--- src/rtl/mmio_pkg.sv ---
// Shared definitions for the MMIO UART transmitter:
// register offsets, STATUS bit positions and FSM encodings.
package mmio_pkg;

   localparam logic [1:0] REG_TXDATA = 2'd0;
   localparam logic [1:0] REG_STATUS = 2'd1;
   localparam logic [1:0] REG_BAUD   = 2'd2;
   localparam logic [1:0] REG_RSVD   = 2'd3;

   localparam int ST_BUSY    = 0;
   localparam int ST_FULL    = 1;
   localparam int ST_EMPTY   = 2;
   localparam int ST_OVF     = 3;
   localparam int ST_CNT_LSB = 4;
   localparam int ST_CNT_W   = 7;

   typedef enum logic [1:0] {
      IDLE  = 2'd0,
      START = 2'd1,
      DATA  = 2'd2,
      STOP  = 2'd3
   } tx_state_t;

endpackage

--- src/rtl/sync_fifo.sv ---
// Single-clock FIFO with first-word fall-through output.
// A push into a full FIFO is taken only alongside a pop.
module sync_fifo #(
   parameter int WIDTH = 8,
   parameter int DEPTH = 16
) (
   input  logic                     clk,
   input  logic                     reset,
   input  logic                     push,
   input  logic [WIDTH-1:0]         din,
   input  logic                     pop,
   output logic [WIDTH-1:0]         dout,
   output logic                     full,
   output logic                     empty,
   output logic [$clog2(DEPTH):0]   count
);

   localparam int AW = $clog2(DEPTH);

   logic [WIDTH-1:0] mem [DEPTH];
   logic [AW-1:0]    wr_ptr;
   logic [AW-1:0]    rd_ptr;
   logic             do_push;
   logic             do_pop;

   assign full    = (count == (AW+1)'(DEPTH));
   assign empty   = (count == '0);
   assign do_pop  = pop && !empty;
   assign do_push = push && (!full || do_pop);
   assign dout    = mem[rd_ptr];

   // Pointer and occupancy bookkeeping.
   always_ff @(posedge clk) begin
      if (reset) begin
         wr_ptr <= '0;
         rd_ptr <= '0;
         count  <= '0;
      end else begin
         if (do_push) wr_ptr <= wr_ptr + 1'b1;
         if (do_pop)  rd_ptr <= rd_ptr + 1'b1;
         count <= count + (AW+1)'(do_push) - (AW+1)'(do_pop);
      end
   end

   // Storage array; contents need no reset.
   always_ff @(posedge clk) begin
      if (do_push) mem[wr_ptr] <= din;
   end

endmodule

--- src/rtl/mmio_uart_tx.sv ---
// Memory-mapped UART transmitter: TX FIFO, 8N1 shifter,
// STATUS with sticky overflow, programmable bit divider.
module mmio_uart_tx
   import mmio_pkg::*;
#(
   parameter int DEFAULT_DIV = 434,
   parameter int FIFO_DEPTH  = 16
) (
   input  logic        clk,
   input  logic        reset,
   input  logic        ena,
   input  logic [3:0]  MemWrite_EN,
   input  logic [31:0] MemAddr,
   input  logic [31:0] WriteData,
   output logic [31:0] ReadData,
   output logic        uart_txd,
   output logic        irq_tx_empty
);

   localparam int CW = $clog2(FIFO_DEPTH) + 1;

   logic [1:0]    sel;
   logic          push_req;
   logic          pop;
   logic [7:0]    fifo_dout;
   logic          full;
   logic          empty;
   logic [CW-1:0] count;
   logic          ovf_q;
   logic          ovf_set;
   logic          ovf_clr;
   logic [15:0]   baud_div;
   logic [31:0]   status;
   logic [31:0]   rd_mux;

   tx_state_t     state;
   tx_state_t     state_n;
   logic [15:0]   cnt;
   logic [15:0]   div_q;
   logic [2:0]    bit_idx;
   logic [2:0]    bit_n;
   logic [7:0]    data_q;
   logic          txd_q;
   logic          txd_n;
   logic          tick;
   logic          unused;

   assign unused = ^{MemAddr[31:4], MemAddr[1:0],
                     MemWrite_EN[3:2], WriteData[31:16]};

   assign sel      = MemAddr[3:2];
   assign push_req = ena && (sel == REG_TXDATA)
                   && MemWrite_EN[0];
   assign ovf_set  = push_req && full && !pop;
   assign ovf_clr  = ena && (sel == REG_STATUS)
                   && MemWrite_EN[0] && WriteData[3];

   sync_fifo #(
      .WIDTH (8),
      .DEPTH (FIFO_DEPTH)
   ) u_fifo (
      .clk   (clk),
      .reset (reset),
      .push  (push_req),
      .din   (WriteData[7:0]),
      .pop   (pop),
      .dout  (fifo_dout),
      .full  (full),
      .empty (empty),
      .count (count)
   );

   // STATUS word and load-data selection.
   always_comb begin
      status = '0;
      status[ST_BUSY]  = (state != IDLE);
      status[ST_FULL]  = full;
      status[ST_EMPTY] = empty;
      status[ST_OVF]   = ovf_q;
      status[ST_CNT_LSB +: ST_CNT_W] = ST_CNT_W'(count);
      rd_mux = '0;
      case (sel)
         REG_STATUS: rd_mux = status;
         REG_BAUD:   rd_mux = {16'h0, baud_div};
         default:    rd_mux = '0;
      endcase
   end

   // Register file: divider, sticky overflow, load data.
   always_ff @(posedge clk) begin
      if (reset) begin
         baud_div <= 16'(DEFAULT_DIV);
         ovf_q    <= 1'b0;
         ReadData <= '0;
      end else begin
         if (ena && sel == REG_BAUD) begin
            if (MemWrite_EN[0]) baud_div[7:0]  <= WriteData[7:0];
            if (MemWrite_EN[1]) baud_div[15:8] <= WriteData[15:8];
         end
         if (ovf_set)      ovf_q <= 1'b1;
         else if (ovf_clr) ovf_q <= 1'b0;
         if (ena) ReadData <= rd_mux;
      end
   end

   assign tick = (cnt == div_q - 16'd1);

   // Frame sequencing; txd is computed for the next state.
   always_comb begin
      state_n = state;
      pop     = 1'b0;
      bit_n   = bit_idx;
      txd_n   = 1'b1;
      unique case (state)
         IDLE: begin
            if (!empty) begin
               pop     = 1'b1;
               state_n = START;
            end
         end
         START: begin
            if (tick) begin
               state_n = DATA;
               bit_n   = 3'd0;
            end
         end
         DATA: begin
            if (tick) begin
               if (bit_idx == 3'd7) state_n = STOP;
               else bit_n = bit_idx + 3'd1;
            end
         end
         STOP: begin
            if (tick) begin
               if (!empty) begin
                  pop     = 1'b1;
                  state_n = START;
               end else begin
                  state_n = IDLE;
               end
            end
         end
      endcase
      unique case (state_n)
         IDLE:  txd_n = 1'b1;
         START: txd_n = 1'b0;
         DATA:  txd_n = data_q[bit_n];
         STOP:  txd_n = 1'b1;
      endcase
   end

   // Shifter state, bit timer and registered serial output.
   always_ff @(posedge clk) begin
      if (reset) begin
         state   <= IDLE;
         cnt     <= '0;
         div_q   <= 16'd1;
         bit_idx <= '0;
         data_q  <= '0;
         txd_q   <= 1'b1;
      end else begin
         state   <= state_n;
         bit_idx <= bit_n;
         txd_q   <= txd_n;
         if (pop) begin
            data_q <= fifo_dout;
            div_q  <= (baud_div == 16'd0) ? 16'd1 : baud_div;
         end
         if (pop || tick || state == IDLE) cnt <= '0;
         else cnt <= cnt + 16'd1;
      end
   end

   assign uart_txd     = txd_q;
   assign irq_tx_empty = empty && (state == IDLE);

endmodule

--- config.mk ---
export PLATFORM = sky130hd
export DESIGN_NAME = mmio_uart_tx
export DESIGN_NICKNAME = d
export VERILOG_FILES = /design/src/rtl/mmio_pkg.sv /design/src/rtl/sync_fifo.sv /design/src/rtl/mmio_uart_tx.sv
export SDC_FILE = /design/constraint.sdc
export NUM_CORES = 1
export LEC_CHECK = 0
export ABC_AREA = 1
export CAP_MARGIN = 15
export CELL_PAD_IN_SITES_DETAIL_PLACEMENT = 1
export CELL_PAD_IN_SITES_GLOBAL_PLACEMENT = 1
export CORE_MARGIN = 4
export CORE_UTILIZATION = 39
export CTS_CLUSTER_DIAMETER = 120
export CTS_CLUSTER_SIZE = 40
export DETAILED_ROUTE_END_ITERATION = 10
export GPL_ROUTABILITY_DRIVEN = 0
export PLACE_DENSITY = 0.79
export SLEW_MARGIN = 40
export SYNTH_ARGS = -nofsm -noshare
export SYNTH_HDL_FRONTEND = slang
export SYNTH_HIERARCHICAL = 1
export SYNTH_SLANG_ARGS = --single-unit
export TNS_END_PERCENT = 10
--- constraint.sdc ---
create_clock -name clk -period 3.26 [get_ports clk]
set_input_delay 0.652 -clock clk [delete_from_list [all_inputs] [get_ports clk]]
set_output_delay 0.652 -clock clk [all_outputs]
set_load 0.1 [all_outputs]
==> out/summary.json <==
{
  "flow_run": {
    "timing.max_cap.violations": 0
  },
  "global_routing": {
    "grt_antenna_before_repair": 0,
    "grt_overflow_total": 0,
    "grt_first_pass_wirelength_um": 47370,
    "first_global_vias": 9278,
    "grt_start_max_net_pins": 65,
    "grtUsageTotal_pct": 18.88
  },
  "placement": {
    "placement.setup.worst_slack_ns": -0.1897,
    "placed_cell_area_um2": 11840,
    "placed_cells": 1720,
    "numPortBuffers": 40,
    "post-dp-hpwl_um": 20120
  },
  "synth": {
    "async_reset_ff_share_pct": 0,
    "dominantRegCellSynth": "sky130_fd_sc_hd__edfxtp_1",
    "synth.cells.most_frequent": "344 x sky130_fd_sc_hd__nand2_1, 202 x sky130_fd_sc_hd__inv_1, 143 x sky130_fd_sc_hd__nand3_1, 128 x sky130_fd_sc_hd__edfxtp_1, 96 x sky130_fd_sc_hd__dfxtp_1",
    "avgSynthCellArea_um2": 8.393,
    "synth.most_common_cell": "sky130_fd_sc_hd__nand2_1",
    "synth_cells": 1293,
    "synth_top_cell_area_share_pct": 35.42,
    "synthDominantAreaCellType": "sky130_fd_sc_hd__edfxtp_1",
    "synthesis.area_um2": 10850,
    "synth.distinct_cells": 44,
    "yosys_warnings": 6,
    "yosys_register_bits": 224,
    "synth.top_cells.by_area": "sky130_fd_sc_hd__edfxtp_1 35%, sky130_fd_sc_hd__dfxtp_1 18%, sky130_fd_sc_hd__nand2_1 12%",
    "synth_enable_flop_cells": 128,
    "synth-seq-area-share_pct": 53.13
  },
  "sta": {
    "holdWs_ns": 0.4709,
    "timing.fmax_mhz": 304.9,
    "setup_violations": 1,
    "finalCriticalPeriod_ns": 3.280,
    "worst_slew_pin_tran_ns": 0.8122,
    "final-hold-violation-count": 0,
    "grt_setup_unrepaired": "yes",
    "timing.slew.headroom_pct": 45.68,
    "final.period_utilization_pct": 100.6,
    "drv_slew": 0,
    "finClkSkew_ns": 0.04979,
    "timing.final.ws_setup_ns": -0.01971
  },
  "power": {
    "power.density_cell_area_nw_per_um2": 734.7,
    "worst_ir_drop_vdd_mv": 0.4346,
    "post-layout-total-power_mw": 9.168,
    "cellLeakagePower_nw": 5.343
  },
  "cts": {
    "clock_transition_at_the_register_clock_pins_on_the_worst_setup_and_hold_paths_after_cts_ns": 0.14,
    "cts_root_buffer": "sky130_fd_sc_hd__clkbuf_16",
    "tritoncts": "yes",
    "cts-root-to-sink-buffers": 3,
    "cts_buffers": 10,
    "ctsHtreeMaxLevel": 1,
    "clk_latency_ns": 0.50,
    "clock-sinks": 224,
    "postCtsHoldBufs": 0
  },
  "setup_path": {
    "cp_data_required_time_ns": 3.67,
    "max_stage_delay_ns": 0.36,
    "timing.setup.critical_path_class": "reg2reg",
    "rr_endpoint": "u_fifo/count[4]$_SDFF_PP0_",
    "critical_path_endpoint_category": "flip-flop",
    "worstRegToRegCells": 27,
    "regToRegStartpoint": "div_q[1]$_SDFFE_PP0P_",
    "setup.reg_to_reg.worst_slack_ns": -0.02,
    "critPathMostFrequentCell": "sky130_fd_sc_hd__nand2_2",
    "crit_slowest_cell": "sky130_fd_sc_hd__dfxtp_2",
    "worst_setup_path_start_kind": "flip-flop",
    "worstPathArrival_ns": 3.69,
    "timing.critical_path.fanout_max": 7
  },
  "drt": {
    "wire_per_inst_um": 16.74,
    "first_iter_violations": 683,
    "route.vias.total": 8750,
    "postRouteWirelength_um": 29350,
    "detail_route.drc_violations": 0,
    "avgViaCountPerCell": 4.991,
    "drt.antenna.violating_nets": 0,
    "first_pass_iters": 5
  },
  "final_layout": {
    "final_net_count": 1472,
    "post_route_cells_drive_above_1_share_pct": 14.19,
    "nFillCells": 3313,
    "post-route-cell-area_um2": 12480,
    "areaGrowthSynthToFinish_pct": 14.99,
    "final_cells": 1753,
    "antenna_cells": 0
  },
  "die": {
    "die_height_um": 174.8,
    "floorplan.initialDensity_pct": 39.93,
    "design.die.area_um2": 30560,
    "placeableCoreArea_um2": 27180,
    "core.rowCount": 60,
    "io_pins": 105,
    "die-width_um": 174.8
  },
  "hold_path": {
    "min_delay_worst_endpoint": "data_q[5]$_SDFFE_PP0P_",
    "whs_path_depth": 2,
    "worst_hold_path_class": "reg2reg",
    "hold_path_startpoint": "data_q[5]$_SDFFE_PP0P_"
  },
  "run_status": {
    "run_status": "complete, but fails checks",
    "failed_checks": "setup timing"
  }
}
[metrics by stage]
stage               setup TNS (ns)  util (%)
CTS                      -0.003072     45.45
detailed placement         -0.1897     43.57
finish                    -0.01971     45.92
global route               -0.5574     45.92
global placement           -0.1281     43.57
floorplan                  -0.1392         -
[report_power, final]
part / leakage [nW] / internal (mW) / switching, mW / total, mW
clock: 0.165 / 0.660 / 0.961 / 1.62
sequential: 1.94 / 3.22 / 0.223 / 3.44
combinational: 3.24 / 1.44 / 2.67 / 4.11
total: 5.34 / 5.32 / 3.85 / 9.17
[area by class of cell]
| type | count | area [um^2] | share of cell area [%] |
|---|---|---|---|
| Inverter | 211 | 802.0 | 6.427 |
| Timing Repair Buffer | 113 | 902.1 | 7.230 |
| Clock buffer | 13 | 282.8 | 2.266 |
| Tap cell | 372 | 465.4 | 3.730 |
| Clock inverter | 3 | 65.06 | 0.5214 |
| Multi-Input combinational cell | 817 | 4187 | 33.55 |
| Sequential cell | 224 | 5774 | 46.28 |
[kinds of logic after synthesis]
logic type                 Yosys count  share of synthesized area (%)
adders and majority gates           24                          2.836
other                                1                        0.03456
and+or+nand+nor                    632                          25.27
buffers and inverters              267                          10.73
AOI/OAI and AO/OA                  122                          6.134
xor gates and xnor gates            23                          1.856
DFF                                224                          53.13
[worst max path at each step]
stage                          start                    endpoint  slack (ns)  cells after the start
2_1_floorplan  div_q[0]$_SDFFE_PP1P_  u_fifo/count[4]$_SDFF_PP0_       -0.14                     28
3_3_place_gp   div_q[1]$_SDFFE_PP0P_  u_fifo/count[4]$_SDFF_PP0_       -0.13                     27
3_5_place_dp   div_q[0]$_SDFFE_PP1P_  u_fifo/count[4]$_SDFF_PP0_       -0.19                     27
4_1_cts        div_q[0]$_SDFFE_PP1P_  u_fifo/count[4]$_SDFF_PP0_      -0.003                     27
5_1_grt        div_q[1]$_SDFFE_PP0P_  u_fifo/count[4]$_SDFF_PP0_       -0.23                     27
6_report       div_q[1]$_SDFFE_PP0P_  u_fifo/count[4]$_SDFF_PP0_       -0.02                     27
[registers in the layout, summed over array words and instances, names as in the netlist, 2 cells and up, named ones only]
register	count
u_fifo/mem	128
ReadData	16
baud_div	16
cnt	16
div_q	16
data_q	8
u_fifo/count	5
u_fifo/rd_ptr	4
u_fifo/wr_ptr	4
bit_idx	3
state	2
[critical path: cells and delay by family, from the launching register on]
| kind | cells | cell delay (ns) |
|---|---|---|
| buf+inv | 4 | 0.22 |
| flops | 1 | 0.36 |
| compound gates | 2 | 0.26 |
| fa+ha+maj | 4 | 0.94 |
| simple gates | 17 | 1.42 |
[routing by layer]
| metal | vias to the layer above | GRT usage [%] | part of all wire (%) |
|---|---|---|---|
| li1 | 4244 | - | - |
| met1 | 4298 | 24.83 | 45 |
| met2 | 167 | 33.64 | 49 |
| met3 | 41 | 1.147 | 3.5 |
| met4 | 0 | 5.696 | 2.5 |
| met5 | - | 0 | 0 |
[cell usage in the layout, fill, tap and decap left out, types with 7 or more instances in the layout]
master	instances
sky130_fd_sc_hd__nand2_1	333
sky130_fd_sc_hd__inv_1	196
sky130_fd_sc_hd__nand3_1	141
sky130_fd_sc_hd__edfxtp_1	128
sky130_fd_sc_hd__dfxtp_1	89
sky130_fd_sc_hd__buf_4	86
sky130_fd_sc_hd__nor2_1	74
sky130_fd_sc_hd__a21oi_1	57
sky130_fd_sc_hd__o21ai_0	47
sky130_fd_sc_hd__ha_1	20
sky130_fd_sc_hd__nand2_2	18
sky130_fd_sc_hd__clkdlybuf4s50_1	18
sky130_fd_sc_hd__conb_1	16
sky130_fd_sc_hd__nor2_4	14
sky130_fd_sc_hd__xnor2_1	12
sky130_fd_sc_hd__clkbuf_16	11
sky130_fd_sc_hd__inv_2	10
sky130_fd_sc_hd__xor2_1	10
sky130_fd_sc_hd__nor2_2	10
sky130_fd_sc_hd__nand4_1	10
sky130_fd_sc_hd__nor3_1	8
sky130_fd_sc_hd__dfxtp_2	7
[timing repair]
action / CTS / global route
pin swaps: 18 / 6
buffers inserted: 12 / 5
resized for setup: 19 / 33
setup endpoints to repair: 1 / 133
No activity file was read; power rests on OpenSTA's default activity.
